File: src/rtl/tdc_pkg.sv
// Shared constants and helpers for the multi-channel TDC packer.
// Defines the output word layout: channel id at the top, truncated coarse time, then the fine code.
package tdc_pkg;

   localparam int unsigned TDC_WORD_WIDTH = 64;

   function automatic int unsigned ch_id_w(input int unsigned num_ch);
      return (num_ch < 2) ? 1 : $clog2(num_ch);
   endfunction

   function automatic int unsigned coarse_field_w(input int unsigned num_ch,
                                                  input int unsigned fine_w);
      return TDC_WORD_WIDTH - ch_id_w(num_ch) - fine_w;
   endfunction

   // Layout: {ch_id, coarse[low bits], fine}; coarse bits above the field are dropped.
   function automatic logic [TDC_WORD_WIDTH-1:0] pack_word(
      input int unsigned               num_ch,
      input int unsigned               fine_w,
      input logic [TDC_WORD_WIDTH-1:0] ch,
      input logic [TDC_WORD_WIDTH-1:0] coarse,
      input logic [TDC_WORD_WIDTH-1:0] fine
   );
      int unsigned                cw;
      logic [TDC_WORD_WIDTH-1:0]  cmask;
      logic [TDC_WORD_WIDTH-1:0]  fmask;
      cw    = coarse_field_w(num_ch, fine_w);
      cmask = (TDC_WORD_WIDTH'(1) << cw) - TDC_WORD_WIDTH'(1);
      fmask = (TDC_WORD_WIDTH'(1) << fine_w) - TDC_WORD_WIDTH'(1);
      return (ch << (TDC_WORD_WIDTH - ch_id_w(num_ch)))
           | ((coarse & cmask) << fine_w)
           | (fine & fmask);
   endfunction

endpackage

File: src/rtl/tdc_ch_buffer.sv
// Per-channel hit FIFO with registered head data and registered full/empty flags.
// A push into a full buffer is accepted when the same cycle pops.
module tdc_ch_buffer #(
   parameter int unsigned DEPTH = 4,
   parameter int unsigned WIDTH = 64
) (
   input  logic             clk,
   input  logic             clr_n,
   input  logic             flush,
   input  logic             push,
   input  logic [WIDTH-1:0] wr_data,
   input  logic             pop,
   output logic [WIDTH-1:0] rd_data,
   output logic             full,
   output logic             empty
);

   localparam int unsigned AW = $clog2(DEPTH);
   localparam int unsigned CW = AW + 1;

   logic [WIDTH-1:0] mem [DEPTH];
   logic [AW-1:0]    wr_ptr;
   logic [AW-1:0]    rd_ptr;
   logic [AW-1:0]    rd_ptr_nxt;
   logic [CW-1:0]    count;
   logic [CW-1:0]    count_nxt;
   logic             push_ok;

   always_comb begin
      push_ok    = push & (~full | pop);
      rd_ptr_nxt = rd_ptr + AW'(pop);
      count_nxt  = count + CW'(push_ok) - CW'(pop);
   end

   always_ff @(posedge clk) begin
      if (push_ok && !flush) mem[wr_ptr] <= wr_data;
   end

   // Head register tracks the entry at the post-update read pointer (write-through when it is the new word).
   always_ff @(posedge clk or negedge clr_n) begin
      if (!clr_n) begin
         wr_ptr  <= '0;
         rd_ptr  <= '0;
         count   <= '0;
         full    <= 1'b0;
         empty   <= 1'b1;
         rd_data <= '0;
      end else if (flush) begin
         wr_ptr  <= '0;
         rd_ptr  <= '0;
         count   <= '0;
         full    <= 1'b0;
         empty   <= 1'b1;
         rd_data <= '0;
      end else begin
         if (push_ok) wr_ptr <= wr_ptr + AW'(1);
         rd_ptr  <= rd_ptr_nxt;
         count   <= count_nxt;
         full    <= (count_nxt == CW'(DEPTH));
         empty   <= (count_nxt == '0);
         rd_data <= (push_ok && (wr_ptr == rd_ptr_nxt)) ? wr_data : mem[rd_ptr_nxt];
      end
   end

endmodule

File: src/rtl/tdc_multi_ch_packer.sv
// Multi-channel TDC timestamp packer: stamps per-channel hits with a shared coarse counter,
// buffers them per channel and merges them round-robin into one 64-bit valid/ready stream.
module tdc_multi_ch_packer
   import tdc_pkg::*;
#(
   parameter int unsigned NUM_CH         = 4,
   parameter int unsigned COARSE_WIDTH   = 56,
   parameter int unsigned FINE_WIDTH     = 8,
   parameter int unsigned CH_BUF_DEPTH   = 4,
   parameter int unsigned DROP_CNT_WIDTH = 16
) (
   input  logic                             clk,
   input  logic                             clr_n,
   input  logic                             run,
   input  logic                             clr,
   input  logic [NUM_CH-1:0]                ch_en,
   input  logic [NUM_CH-1:0]                hit_vld,
   input  logic [NUM_CH*FINE_WIDTH-1:0]     hit_fine,
   output logic [TDC_WORD_WIDTH-1:0]        m_data,
   output logic                             m_valid,
   input  logic                             m_ready,
   output logic                             rdy,
   output logic                             overflow,
   output logic [NUM_CH-1:0]                ch_overflow,
   output logic [NUM_CH*DROP_CNT_WIDTH-1:0] drop_cnt
);

   localparam int unsigned CH_ID_W = ch_id_w(NUM_CH);
   localparam int unsigned ENTRY_W = COARSE_WIDTH + FINE_WIDTH;

   if (CH_ID_W + FINE_WIDTH >= TDC_WORD_WIDTH) begin : g_bad_cfg
      $error("tdc_multi_ch_packer: channel id plus fine code leave no room for coarse time");
   end

   logic [COARSE_WIDTH-1:0] coarse;
   logic [NUM_CH-1:0]       cap;
   logic [NUM_CH-1:0]       pop;
   logic [NUM_CH-1:0]       full;
   logic [NUM_CH-1:0]       empty;
   logic [ENTRY_W-1:0]      rd_data [NUM_CH];
   logic [CH_ID_W-1:0]      ptr;
   logic [CH_ID_W-1:0]      gnt;
   logic [CH_ID_W-1:0]      idx;
   logic                    gnt_vld;
   logic                    load;
   logic [ENTRY_W-1:0]      sel_entry;

   always_ff @(posedge clk or negedge clr_n) begin
      if (!clr_n)     coarse <= '0;
      else if (clr)   coarse <= '0;
      else if (run)   coarse <= coarse + COARSE_WIDTH'(1);
   end

   assign load = ~m_valid | m_ready;

   // Round-robin search starting one past the last granted channel.
   always_comb begin
      gnt_vld   = 1'b0;
      gnt       = ptr;
      idx       = '0;
      sel_entry = '0;
      for (int unsigned k = 1; k <= NUM_CH; k++) begin
         idx = CH_ID_W'((32'(ptr) + k) % NUM_CH);
         if (!gnt_vld && !empty[idx]) begin
            gnt_vld   = 1'b1;
            gnt       = idx;
            sel_entry = rd_data[idx];
         end
      end
   end

   for (genvar i = 0; i < NUM_CH; i++) begin : g_ch
      logic                      drop;
      logic                      ovf_q;
      logic [DROP_CNT_WIDTH-1:0] cnt_q;

      assign cap[i] = hit_vld[i] & ch_en[i] & run & ~clr;
      assign pop[i] = load & gnt_vld & (gnt == CH_ID_W'(i)) & ~clr;
      assign drop   = cap[i] & full[i] & ~pop[i];

      tdc_ch_buffer #(
         .DEPTH (CH_BUF_DEPTH),
         .WIDTH (ENTRY_W)
      ) u_buf (
         .clk     (clk),
         .clr_n   (clr_n),
         .flush   (clr),
         .push    (cap[i]),
         .wr_data ({coarse, hit_fine[i*FINE_WIDTH +: FINE_WIDTH]}),
         .pop     (pop[i]),
         .rd_data (rd_data[i]),
         .full    (full[i]),
         .empty   (empty[i])
      );

      always_ff @(posedge clk or negedge clr_n) begin
         if (!clr_n) begin
            ovf_q <= 1'b0;
            cnt_q <= '0;
         end else if (clr) begin
            ovf_q <= 1'b0;
            cnt_q <= '0;
         end else if (drop) begin
            ovf_q <= 1'b1;
            if (cnt_q != '1) cnt_q <= cnt_q + DROP_CNT_WIDTH'(1);
         end
      end

      assign ch_overflow[i]                                   = ovf_q;
      assign drop_cnt[i*DROP_CNT_WIDTH +: DROP_CNT_WIDTH]     = cnt_q;
   end

   // Output word register; holds while stalled, refills from the granted buffer.
   always_ff @(posedge clk or negedge clr_n) begin
      if (!clr_n) begin
         m_valid <= 1'b0;
         m_data  <= '0;
         ptr     <= CH_ID_W'(NUM_CH - 1);
      end else if (clr) begin
         m_valid <= 1'b0;
         m_data  <= '0;
         ptr     <= CH_ID_W'(NUM_CH - 1);
      end else if (load) begin
         if (gnt_vld) begin
            m_valid <= 1'b1;
            m_data  <= pack_word(NUM_CH, FINE_WIDTH,
                                 TDC_WORD_WIDTH'(gnt),
                                 TDC_WORD_WIDTH'(sel_entry[ENTRY_W-1:FINE_WIDTH]),
                                 TDC_WORD_WIDTH'(sel_entry[FINE_WIDTH-1:0]));
            ptr     <= gnt;
         end else begin
            m_valid <= 1'b0;
         end
      end
   end

   assign rdy      = (&empty) & ~m_valid;
   assign overflow = |ch_overflow;

endmodule

File: config.mk
export PLATFORM = sky130hd
export DESIGN_NAME = tdc_multi_ch_packer
export DESIGN_NICKNAME = d
export VERILOG_FILES = /design/src/rtl/tdc_pkg.sv /design/src/rtl/tdc_ch_buffer.sv /design/src/rtl/tdc_multi_ch_packer.sv
export SDC_FILE = /design/constraint.sdc
export NUM_CORES = 2
export LEC_CHECK = 0
export ABC_AREA = 1
export BUFFER_PORTS_ARGS = -buffer_cell sky130_fd_sc_hd__buf_2
export CAP_MARGIN = 20
export CORE_ASPECT_RATIO = 1.25
export CORE_UTILIZATION = 40
export CTS_CLUSTER_DIAMETER = 60
export DETAILED_ROUTE_END_ITERATION = 8
export SYNTH_ARGS = -nofsm -noshare
export SYNTH_HDL_FRONTEND = slang
export SYNTH_SLANG_ARGS = --single-unit
File: constraint.sdc
create_clock -name clk -period 11.32 [get_ports clk]
set_clock_uncertainty 0.1 [all_clocks]
set_input_delay 0.566 -clock clk [delete_from_list [all_inputs] [get_ports clk]]
set_output_delay 0.566 -clock clk [all_outputs]
set_load 0.1 [all_outputs]
==> flow_summary_export.csv <==
group,metric,value,unit
timing,hold_violations,0,
floorplan,dieArea,0.177,mm^2
placement,post-place-ws,2.78,ns
yosys,syn_area_per_cell,9.23,um^2
timing,worst_pin_slew,1.20,ns
floorplan,die-height,470,um
timing,rsz0062_at_grt,"no",
pwr,p_total,18.6,mW
placement,io_buffer_count,179,
final_layout,area_growth,11.6,%
timing,relSlewSlack,20.0,%
timing,timing.final.crit_share,76.3,%
yosys,synthDistinctLibCells,51,
floorplan,start_util,40.3,%
clock_tree,cts_sinks,1465,
yosys,synthArstFlopShare,32.3,%
worst_setup_path,slowest_delay,0.87,ns
clock_tree,cts_root_buf,"clkbuf_16",
clock_tree,cts_resized,0,
status,outcome,"completed",
global_route,grt_pass1_wl,333000,um
clock_tree,cts_made_buffers,155,
timing,min_period,8.64,ns
timing,setup_viol,0,
detailed_routing,firstDrtPassIters,6,
yosys,synth.area.top_cells,"edfxtp_1 43%, dfrtp_1 17%, nand2_1 10%",
detailed_routing,routed_via_density,5.37,
placement,gp_congestion,0.914,
floorplan,ios,180,
worst_hold_path,worstHoldStart,"run",
clock_tree,worstSkewPairLatency,0.82,ns
detailed_routing,routedWlPerCell,22.2,um
global_route,grt_use_total,25.0,%
global_route,grt_pass1_vias,52200,
pwr,switching_power,7.70,mW
yosys,yosysTopAreaCellShare,42.5,%
clock_tree,path_clk_slew,0.06,ns
final_layout,instances_no_fill,10100,
worst_setup_path,worstPathRequired,11.92,ns
yosys,yosys_register_bits,1465,
worst_setup_path,slowest_stage,"nand2_4",
global_route,grt_max_degree,147,
placement,dpl.hpwl,131000,um
global_route,gr-usage-met1,31.3,%
pwr,pwr-share-seq,34.8,%
yosys,yosysTopAreaCell,"edfxtp_1",
detailed_routing,drc,0,
worst_setup_path,cp_top_family,"simple AND/OR/NAND/NOR gates",
yosys,syn_area,0.0701,mm^2
pwr,internal-power,10.9,mW
run,drv_cap,0,
final_layout,fillers,16600,
worst_setup_path,reg2reg_from,"ptr[0]",
worst_setup_path,crit_path_frequent_cell,"nand2_1",
floorplan,die_w,376,um
yosys,synth_edf_count,992,
global_route,antenna_found_initial,11,
clock_tree,post_cts_buffers,0,
yosys,yosys_warnings,0,
worst_setup_path,critPathMaxFanout,126,
timing,max_freq,116,MHz
worst_setup_path,critical_path_arrival,9.23,ns
worst_setup_path,worst-path-buf-inv,3,
worst_hold_path,hp-class,"primary input to flip-flop",
pwr,power_per_cell_area,238,mW/mm^2
detailed_routing,via_count,54000,
final_layout,drive_above_1_share,8.32,%
pwr,sw_frac_of_total,41.4,%
global_route,grt.met2_usage,42.0,%
floorplan,coreArea,0.174,mm^2
clock_tree,cts_tree,"yes",
worst_setup_path,worstSetupStartpointType,"flip-flop",
clock_tree,cts_buffer_depth,3,
detailed_routing,ant_nets,0,
global_route,grt_overflow_total,0,
global_route,met3_usage,4.08,%
final_layout,final_area,0.0782,mm^2
placement,dpl.cell_count,9726,
pwr,vdd_drop_max,0.233,mV
yosys,ys_seq_area_share,59.4,%
worst_setup_path,crit_start,"ptr[0]",
final_layout,fin_nets,7660,
timing,setup_slack,2.68,ns
pwr,power_leakage,33.5,nW
worst_setup_path,path_cells,"inv_6 -> buf_4 -> nand2_1 -> nand2_1 -> nand2_2 -> nand2_4 -> nand2_4 -> nand2_1 -> nand3_2 -> nand2_4 -> nand3_4 -> nand2_8 -> nand2_4 -> nand2_1 -> nand2_1 -> nor2_4 -> buf_4 -> nand3_1 -> nand2_1 -> nor2_1",
timing,timing.final.max_slew_violations,0,
yosys,syn_nets,7662,
global_route,grt_busiest_layer,"met2",
clock_tree,cts_hold_buf,36,
clock_tree,ctsHtreeMaxLevel,4,
floorplan,fp-row-count,171,
pwr,p_clk_share,27.3,%
placement,place_area,0.0728,mm^2
worst_setup_path,worstSetupEndpointType,"flip-flop",
pwr,combPwrFrac,37.8,%
detailed_routing,drtIter0Drc,5106,
yosys,ys.flop_type,"edfxtp_1",
timing,finalSetupTns,0,ns
worst_setup_path,critPathKind,"flip-flop to flip-flop",
detailed_routing,totalWireLength,223000,um
yosys,synth_cells,7588,
## registers in the layout, indices dropped and copies added (netlist names)
signal              cells
g_ch.u_buf.rd_data    248
m_data                 64
coarse                 54
g_ch.u_buf.full         4
g_ch.u_buf.mem        992
g_ch.cnt_q             64
g_ch.ovf_q              4
g_ch.u_buf.count       12
ptr                     2
m_valid                 1
g_ch.u_buf.wr_ptr       8
g_ch.u_buf.empty        4
g_ch.u_buf.rd_ptr       8
## logic make-up (layout without fill, tap and decap cells)
family	Yosys count	in the layout	share of synthesized area [%]
AND/OR/NAND/NOR	3662	3662	23.0
other	0	5	0
adder cells (fa/ha/maj)	29	29	0.561
XOR/XNOR	32	32	0.400
AO/OA/AOI/OAI	993	993	8.58
buffers and inverters	1407	1539	8.09
flip-flops	1465	1465	59.4
## layer usage
metal  up-vias  wire length [um]
met5         -                47
met4         6             10700
li1      25100                 -
met3       556             16500
met1     26200             88500
met2      2153            107000
## worst reg2reg max path, stage by stage (launching register included)
cell and delay [ns]:
dfstp_4 0.71, inv_6 0.63, buf_4 0.73, nand2_1 0.15, nand2_1 0.13, nand2_2 0.09, nand2_4 0.75, nand2_4 0.89
nand2_1 0.34, nand3_2 0.14, nand2_4 0.18, nand3_4 0.17, nand2_8 0.70, nand2_4 0.74, nand2_1 0.31, nand2_1 0.12
nor2_4 0.45, buf_4 0.78, nand3_1 0.24, nand2_1 0.12, nor2_1 0.06
## area by class of cell
type,count,area [um^2],area share [%]
sequential,1465,41600,53.2
tap,2335,2920,3.73
multi-input combinational,4716,23000,29.4
inverter,946,3570,4.56
antenna,5,12.5,0.0160
clock inverter,74,717,0.916
timing repair buffer,302,2020,2.59
clock buffer,217,4320,5.52
## metrics by stage
stage               hold slack, ns  utilization, %
floorplan                    0.170               -
finish                      0.0815            45.0
global route                0.0729            45.0
global placement             0.362            41.9
CTS                         0.0170            45.0
detailed placement           0.368            41.9
## power by group through the flow
stage / sequential, mW / combinational [mW] / clock (mW)
2_1_floorplan: 6.85 / 4.49 / 0
3_3_place_gp: 6.57 / 6.82 / 0
3_5_place_dp: 6.57 / 6.93 / 0
4_1_cts: 6.47 / 6.97 / 5.16
5_1_grt: 6.51 / 7.71 / 5.35
6_report: 6.47 / 7.03 / 5.08
## path summary, 6_finish.rpt
kind / slack, ns / end / cells after the start
hold reg to reg: 0.38 / m_data[17] / 2
setup reg to reg: 2.68 / g_ch[0].u_buf.rd_data[1] / 20
max in group asynchronous: 8.60 / g_ch[3].u_buf.rd_data[15] / 4
hold / removal: 0.08 / coarse[2] / 3
setup / recovery: 2.68 / g_ch[0].u_buf.rd_data[1] / 20
min in group asynchronous: 0.31 / g_ch[3].cnt_q[9] / 2
## placed cells by master (no fill, tap or decap), types with 14 or more instances in the layout
cell / instances
nand2_1: 1912
edfxtp_1: 992
inv_1: 933
nor2_1: 636
nand3_1: 635
o21ai_0: 539
dfrtp_1: 467
nand3b_1: 256
o211ai_1: 201
buf_2: 177
clkbuf_16: 158
buf_4: 81
a21oi_1: 74
or2_2: 62
nor3_1: 52
a22oi_1: 48
o221ai_1: 47
clkbuf_1: 45
dlygate4sd3_1: 36
nand4_1: 25
ha_1: 25
nor2_4: 23
clkinv_2: 23
clkinv_1: 22
xor2_1: 21
nand2_4: 20
o31ai_1: 20
o21a_1: 16
clkbuf_8: 14
## synth_stat cells (11+ instances only)
cell and number:
a21oi_1 74, a22oi_1 48, buf_1 49, buf_2 100, buf_4 23, buf_6 23
clkbuf_1 266, dfrtp_1 467, edfxtp_1 992, ha_1 25, inv_1 936, nand2_1 1917
nand2_2 20, nand3_1 635, nand3b_1 256, nand4_1 25, nor2_1 653, nor3_1 52
o211ai_1 201, o21a_1 16, o21ai_0 539, o221ai_1 47, o22ai_1 13, o31ai_1 20
or2_2 62, xnor2_1 11, xor2_1 21
(Power assumes the default switching activity.)
